`src/rtl/fetch_buffer_if.sv`:
```
// Fetch buffer bus: PC/instruction capture side, decode side and stats outputs.
// The fetch_buffer uses the slave modport; the surrounding pipeline (or a bench)
// uses the master modport.
interface fetch_buffer_if #(
    parameter int unsigned XLEN = 5,
    parameter int unsigned ILEN = 32
);
    logic [XLEN-1:0] F_pc;
    logic [ILEN-1:0] imem_rdata;
    logic            EX_taken;
    logic            stall_D;
    logic [XLEN-1:0] pc_seq;
    logic            fetch_hold;
    logic            D_valid;
    logic [XLEN-1:0] D_pc;
    logic [ILEN-1:0] D_instr;
    logic [15:0]     flush_cnt;
    logic [15:0]     full_cnt;

    modport master (
        output F_pc, imem_rdata, EX_taken, stall_D,
        input  pc_seq, fetch_hold, D_valid, D_pc, D_instr, flush_cnt, full_cnt
    );

    modport slave (
        input  F_pc, imem_rdata, EX_taken, stall_D,
        output pc_seq, fetch_hold, D_valid, D_pc, D_instr, flush_cnt, full_cnt
    );
endinterface

```
`src/rtl/fetch_buffer.sv`:
```
// Fetch buffer: captures {F_pc, imem_rdata} into a small FIFO each cycle and
// presents the head entry to decode. A taken branch/jump drops all queued
// entries. Optional flush/full statistics counters are built only when
// FETCH_BUF_STATS_EN is defined; otherwise both counters read 0.
module fetch_buffer #(
    parameter int unsigned XLEN  = 5,
    parameter int unsigned ILEN  = 32,
    parameter int unsigned DEPTH = 2
) (
    input logic           clk,
    input logic           rst,
    fetch_buffer_if.slave bus
);
    localparam int unsigned PtrW = $clog2(DEPTH);
    localparam int unsigned CntW = PtrW + 1;

    typedef struct packed {
        logic [XLEN-1:0] pc;
        logic [ILEN-1:0] instr;
    } entry_t;

    entry_t          mem_q [DEPTH];
    entry_t          mem_d [DEPTH];
    logic [PtrW-1:0] wr_ptr_q, wr_ptr_d;
    logic [PtrW-1:0] rd_ptr_q, rd_ptr_d;
    logic [CntW-1:0] count_q, count_d;
    logic            full, empty, push, pop;

    assign full  = (count_q == CntW'(DEPTH));
    assign empty = (count_q == '0);
    // A full FIFO never accepts a push, even when it pops in the same cycle;
    // the PC register holds instead, so the slot refills one cycle later.
    assign push  = !bus.EX_taken && !full;
    assign pop   = !empty && !bus.stall_D && !bus.EX_taken;

    assign bus.pc_seq     = bus.F_pc + XLEN'(1);
    assign bus.fetch_hold = full;
    assign bus.D_valid    = !empty;

    // Head entry to decode, forced to zero while the FIFO is empty.
    always_comb begin
        bus.D_pc    = '0;
        bus.D_instr = '0;
        if (!empty) begin
            bus.D_pc    = mem_q[rd_ptr_q].pc;
            bus.D_instr = mem_q[rd_ptr_q].instr;
        end
    end

    // Next-state for storage, pointers and occupancy; a flush overrides all.
    always_comb begin
        mem_d    = mem_q;
        wr_ptr_d = wr_ptr_q;
        rd_ptr_d = rd_ptr_q;
        count_d  = count_q;
        if (bus.EX_taken) begin
            wr_ptr_d = '0;
            rd_ptr_d = '0;
            count_d  = '0;
        end else begin
            if (push) begin
                mem_d[wr_ptr_q] = '{pc: bus.F_pc, instr: bus.imem_rdata};
                wr_ptr_d        = wr_ptr_q + PtrW'(1);
            end
            if (pop) begin
                rd_ptr_d = rd_ptr_q + PtrW'(1);
            end
            unique case ({push, pop})
                2'b10:   count_d = count_q + CntW'(1);
                2'b01:   count_d = count_q - CntW'(1);
                default: count_d = count_q;
            endcase
        end
    end

    // FIFO state registers.
    always_ff @(posedge clk or posedge rst) begin
        if (rst) begin
            for (int i = 0; i < int'(DEPTH); i++) begin
                mem_q[i] <= '0;
            end
            wr_ptr_q <= '0;
            rd_ptr_q <= '0;
            count_q  <= '0;
        end else begin
            mem_q    <= mem_d;
            wr_ptr_q <= wr_ptr_d;
            rd_ptr_q <= rd_ptr_d;
            count_q  <= count_d;
        end
    end

`ifdef FETCH_BUF_STATS_EN
    logic [15:0] flush_cnt_q, flush_cnt_d;
    logic [15:0] full_cnt_q, full_cnt_d;

    // Saturating event counters: flushes and held (full) cycles.
    always_comb begin
        flush_cnt_d = flush_cnt_q;
        full_cnt_d  = full_cnt_q;
        if (bus.EX_taken && (flush_cnt_q != 16'hFFFF)) begin
            flush_cnt_d = flush_cnt_q + 16'd1;
        end
        if (full && (full_cnt_q != 16'hFFFF)) begin
            full_cnt_d = full_cnt_q + 16'd1;
        end
    end

    // Statistics registers.
    always_ff @(posedge clk or posedge rst) begin
        if (rst) begin
            flush_cnt_q <= '0;
            full_cnt_q  <= '0;
        end else begin
            flush_cnt_q <= flush_cnt_d;
            full_cnt_q  <= full_cnt_d;
        end
    end

    assign bus.flush_cnt = flush_cnt_q;
    assign bus.full_cnt  = full_cnt_q;
`else
    assign bus.flush_cnt = '0;
    assign bus.full_cnt  = '0;
`endif

endmodule
```
`src/flat_wrapper.sv`:
```
// flat-port wrapper written by rule: the top's interface ports become plain ports
module fetch_buffer_flat 
#(
    parameter int unsigned XLEN  = 5,
    parameter int unsigned ILEN  = 32,
    parameter int unsigned DEPTH = 2
)
  (clk, rst, bus_F_pc, bus_imem_rdata, bus_EX_taken, bus_stall_D, bus_pc_seq, bus_fetch_hold, bus_D_valid, bus_D_pc, bus_D_instr, bus_flush_cnt, bus_full_cnt);
  fetch_buffer_if #(.XLEN(XLEN), .ILEN(ILEN)) bus_i ();
  input logic clk;
  input logic rst;
  input wire logic [$bits(bus_i.F_pc)-1:0] bus_F_pc;
  input wire logic [$bits(bus_i.imem_rdata)-1:0] bus_imem_rdata;
  input wire logic [$bits(bus_i.EX_taken)-1:0] bus_EX_taken;
  input wire logic [$bits(bus_i.stall_D)-1:0] bus_stall_D;
  output wire logic [$bits(bus_i.pc_seq)-1:0] bus_pc_seq;
  output wire logic [$bits(bus_i.fetch_hold)-1:0] bus_fetch_hold;
  output wire logic [$bits(bus_i.D_valid)-1:0] bus_D_valid;
  output wire logic [$bits(bus_i.D_pc)-1:0] bus_D_pc;
  output wire logic [$bits(bus_i.D_instr)-1:0] bus_D_instr;
  output wire logic [$bits(bus_i.flush_cnt)-1:0] bus_flush_cnt;
  output wire logic [$bits(bus_i.full_cnt)-1:0] bus_full_cnt;
  assign bus_i.F_pc = bus_F_pc;
  assign bus_i.imem_rdata = bus_imem_rdata;
  assign bus_i.EX_taken = bus_EX_taken;
  assign bus_i.stall_D = bus_stall_D;
  assign bus_pc_seq = bus_i.pc_seq;
  assign bus_fetch_hold = bus_i.fetch_hold;
  assign bus_D_valid = bus_i.D_valid;
  assign bus_D_pc = bus_i.D_pc;
  assign bus_D_instr = bus_i.D_instr;
  assign bus_flush_cnt = bus_i.flush_cnt;
  assign bus_full_cnt = bus_i.full_cnt;
  fetch_buffer #(.XLEN(XLEN), .ILEN(ILEN), .DEPTH(DEPTH)) u_core (.clk(clk), .rst(rst), .bus(bus_i));
endmodule
```
`config.mk`:
```
export PLATFORM = sky130hd
export DESIGN_NAME = fetch_buffer_flat
export DESIGN_NICKNAME = d
export VERILOG_FILES = /design/src/rtl/fetch_buffer_if.sv /design/src/rtl/fetch_buffer.sv /design/src/flat_wrapper.sv
export SDC_FILE = /design/constraint.sdc
export NUM_CORES = 1
export LEC_CHECK = 0
export CAP_MARGIN = 25
export CORE_MARGIN = 2
export CORE_UTILIZATION = 51
export DETAILED_ROUTE_END_ITERATION = 12
export GPL_ROUTABILITY_DRIVEN = 0
export PLACE_DENSITY = 0.86
export SYNTH_ARGS = -nofsm -noshare
export SYNTH_HDL_FRONTEND = slang
export SYNTH_SLANG_ARGS = --single-unit
```
`constraint.sdc`:
```
create_clock -name clk -period 8.13 [get_ports clk]
set_clock_uncertainty 0.1 [all_clocks]
set_input_delay 1.626 -clock clk [delete_from_list [all_inputs] [get_ports clk]]
set_output_delay 1.626 -clock clk [all_outputs]
set_load 0.005 [all_outputs]
```
==> reports/results.txt <==
The critical path goes through clkdlybuf4s50_1, ha_1, nand3_1, xnor2_1, clkdlybuf4s50_1. On the final layout, the worst hold slack is 411 ps. For the H-tree depth, the log shows 3. Required time at the endpoint of the critical path: 6400 ps.

Broken down by cell family, the worst path's largest delay share belongs to buffers and inverters. The count of filler cells inserted in the layout is 605, and the total global routing overflow is 0. After detailed routing, the average wire length per cell comes to 16.2 µm. The layout overhead on the synthesized area came out at 25.9%. The number of global-route vias before repair is 2,696.

The run gives 0.00172 mm² as the area of the multi-input gates. The post-route setup TNS was 0 ps; the first-pass iteration count of the detailed router was 4. At the later pin of the worst-skew pair, clock insertion delay measures 350 ps. The detailed-route DRC error count is 0. Entering global routing, the biggest net connects 79 pins.

The largest single stage delay on the critical path is 560 ps. Following the worst setup path forward leads to its endpoint at bus_pc_seq[4]. The synthesized design devotes to its leading area cell type 49.6% of total area. The number of cells traversed by the worst register-to-register path is 4, and the I/O pin count is 117.

The flip-flop and latch count after synthesis is 78. The worst setup path is launched from an input pin. The tools report the type of destination of the critical path as an output port. Once layout is complete, the cells apart from fillers number 488.

Type of the setup path with the least slack: input pin to output port. The largest area contributor in the synthesized netlist is sky130_fd_sc_hd__dfrtp_1. The clock-pin slew on the worst setup and hold paths was 80 ps; the logic depth of the worst setup path including buffers was 5. Of the cells placed in the final design, the portion with a size suffix greater than 1 is 26.4%. Total count of max-transition violations in the final report: 0. The tools report the leakage component of the power as 2.17 nW. Power spread over the standard cell area amounts to 243 mW/mm². The clock passes through at most 2 buffers. The most critical setup path has its startpoint at bus_F_pc[0]. In this run, post-CTS repair resized a total of 0 instances.

For the pin with the worst max-slew slack, the measured transition is 977 ps. The repair_antennas step left the layout with diodes totalling 0. DRC violation total after the first TritonRoute iteration: 88. Normalized max-slew margin: 34.7%. For the number of buffers added for setup after CTS, the log shows 0.

The sum of routed wire length over all layers is 7930 µm, and the final worst-path cycle share is 60.0%. The wire length of the first global-routing pass came out at 13,200 µm. In the synthesized netlist, the cells that appear most often are sky130_fd_sc_hd__dfrtp_1 (78), sky130_fd_sc_hd__mux2_2 (44), sky130_fd_sc_hd__nor2_1 (39). The flow ran to the end, and the final reports show no timing, DRC or antenna violations. The cell sitting at the root of the clock tree is a sky130_fd_sc_hd__clkbuf_8. TritonCTS built the clock tree. Yosys printed 0 warnings. The floorplan step defined a die boundary enclosing 0.00843 mm².

Main flop type after synthesis: sky130_fd_sc_hd__dfrtp_1. The run gives 0 as the number of max-cap violations. For this configuration, the core starts out at a cell density of 51.7%. Counting stages on the worst path, the most repeated cell is sky130_fd_sc_hd__clkdlybuf4s50_1. Setup violations remaining at the end of the flow were counted as 0. At the worst endpoint, the arrival time is 3150 ps.

A synthesized cell averages 13.2 µm². The number of nets at the end of the flow is 423, and the number of cells on the worst hold path is 1. In this run, synthesis inferred 0 flip-flops with an integrated enable. By area the synthesized netlist is led by sky130_fd_sc_hd__dfrtp_1 (50%), sky130_fd_sc_hd__mux2_2 (13%), sky130_fd_sc_hd__mux2_4 (11%), sky130_fd_sc_hd__mux2i_1 (9.4%), sky130_fd_sc_hd__buf_4 (6.7%).

Counting flops with an async set or reset pin after synthesis yields a share of 100%. Across the VDD grid, the largest voltage drop is 0.132 mV. The number of antenna violations at the first check in global routing came out at 0. In this run, CTS created clock tree buffers numbering 9. Once placement finished, the instance area stood at 0.00471 mm². The die is 91.8 µm tall.

The logs give 49.6% for the portion of the post-synthesis area used by sequential elements and 297 for the number of instances in the synthesized netlist. After legalization and detailed placement, the total HPWL measured 5080 µm. In this run the critical register-to-register path is launched from u_core.count_q[1]. In this run, post-CTS hold repair placed 0 buffers. In the post-synthesis netlist, the cell with the most instances is sky130_fd_sc_hd__dfrtp_1. Once placement completed, the tool counted placed cells totaling 471. The tools report the total non-filler cell area in the finished layout as 0.00495 mm².

For the synthesized cell area, the log shows 0.00393 mm². In this run the remaining antenna-violating nets after routing total 0. The tools report the total number of clock tree sinks as 78.

Setup repair after global routing left no endpoint under its margin. The timing-limited maximum frequency was 205 MHz; the row count was 32. The run gives 19.9% as the global-route usage over all layers. For the finished layout, the period the worst path requires is 4880 ps.

Number of hold violations in the final report: 0. In this run the worst path has a maximum fanout of 5. The endpoint of the worst register-to-register path was u_core.mem_q[64]. The reg2reg setup slack was 5820 ps. The count of buffering cells on the critical path with inverters included was 2; the average via count per standard cell was 5.01. Among all stages on the critical path, the largest delay is contributed by sky130_fd_sc_hd__clkdlybuf4s50_1. The tightest min-delay check is of the flop to flop type. After floorplanning, the core was sized to cover 0.00761 mm². Quantity of I/O buffers inserted on ports: 84.

The die is 91.8 µm wide. The sequential cells in the finished layout cover a total of 0.00195 mm². The detailed router placed 2,443 vias in this run. In this run, distinct cell masters in the synthesized netlist total 23.
layout by cell type (no fill, tap or decap), types with 2 or more instances in the layout:
cell,count
sky130_fd_sc_hd__clkdlybuf4s50_1,84
sky130_fd_sc_hd__dfrtp_1,77
sky130_fd_sc_hd__mux2_2,44
sky130_fd_sc_hd__nor2_1,38
sky130_fd_sc_hd__mux2i_1,37
sky130_fd_sc_hd__conb_1,32
sky130_fd_sc_hd__mux2_4,30
sky130_fd_sc_hd__clkbuf_8,9
sky130_fd_sc_hd__clkinv_2,5
sky130_fd_sc_hd__buf_4,4
sky130_fd_sc_hd__a21oi_1,3
sky130_fd_sc_hd__xnor2_1,3
sky130_fd_sc_hd__inv_1,2
sky130_fd_sc_hd__nand3_1,2
sky130_fd_sc_hd__xor2_1,2
sky130_fd_sc_hd__bufinv_16,2
power breakdown:
part	switching, mW	leakage, nW	internal [mW]
logic	0.120	1.14	0.218
registers	0.0597	0.917	0.488
clock network	0.146	0.113	0.171
area by class of cell:
cell class / instances / share of cell area (%)
clock buffers: 9 / 2.50
clock inverters: 7 / 1.80
inverters: 3 / 0.253
multi-input cells: 199 / 34.8
flip-flops and latches: 78 / 39.5
well taps: 102 / 2.58
repair buffers: 90 / 18.6
cells by family after synthesis:
group	synth area share [%]
flip-flops	49.6
multiplexers	33.5
AO/OA/AOI/OAI	0.700
AND/OR/NAND/NOR	4.84
buffers and inverters	9.80
other	0.0954
adder cells (fa/ha/maj)	0.318
XOR/XNOR	1.11
worst register-to-register path, delay by kind of cell (launching register included):
kind	cells	cell delay, ps
flip-flops	1	450
buffers and inverters	1	490
multiplexers	1	400
AND/OR/NAND/NOR	2	760
per-stage QoR:
step	total power, mW	setup slack (ps)	utilization, %
2_1_floorplan	0.762	4360	-
3_3_place_gp	0.871	3270	61.6
3_5_place_dp	0.892	3230	61.9
4_1_cts	1.21	3230	64.7
5_1_grt	1.27	3120	65.0
6_report	1.20	3250	65.0
routing by layer:
layer / track usage [%] / share of wire [%] / vias to the layer above
met5: 0 / 0 / -
met2: 32.6 / 47 / 99
met4: 6.97 / 1.5 / 0
li1: - / - / 1109
met3: 5.92 / 6.7 / 11
met1: 25.3 / 44 / 1224
worst min path at each step:
stage | slack (ps) | startpoint | end
finish | 410 | u_core.mem_q[15] | u_core.mem_q[15]
global placement | 390 | u_core.mem_q[67] | u_core.mem_q[67]
global route | 420 | u_core.mem_q[67] | u_core.mem_q[67]
floorplan | 380 | u_core.mem_q[63] | u_core.mem_q[63]
CTS | 410 | u_core.mem_q[67] | u_core.mem_q[67]
detailed placement | 390 | u_core.mem_q[52] | u_core.mem_q[52]
flip-flops by register name (all words and copies together) (netlist names):
register	count
u_core.mem_q	74
u_core.count_q	2
u_core.rd_ptr_q	1
u_core.wr_ptr_q	1
Power figures use the tool's default switching activity.
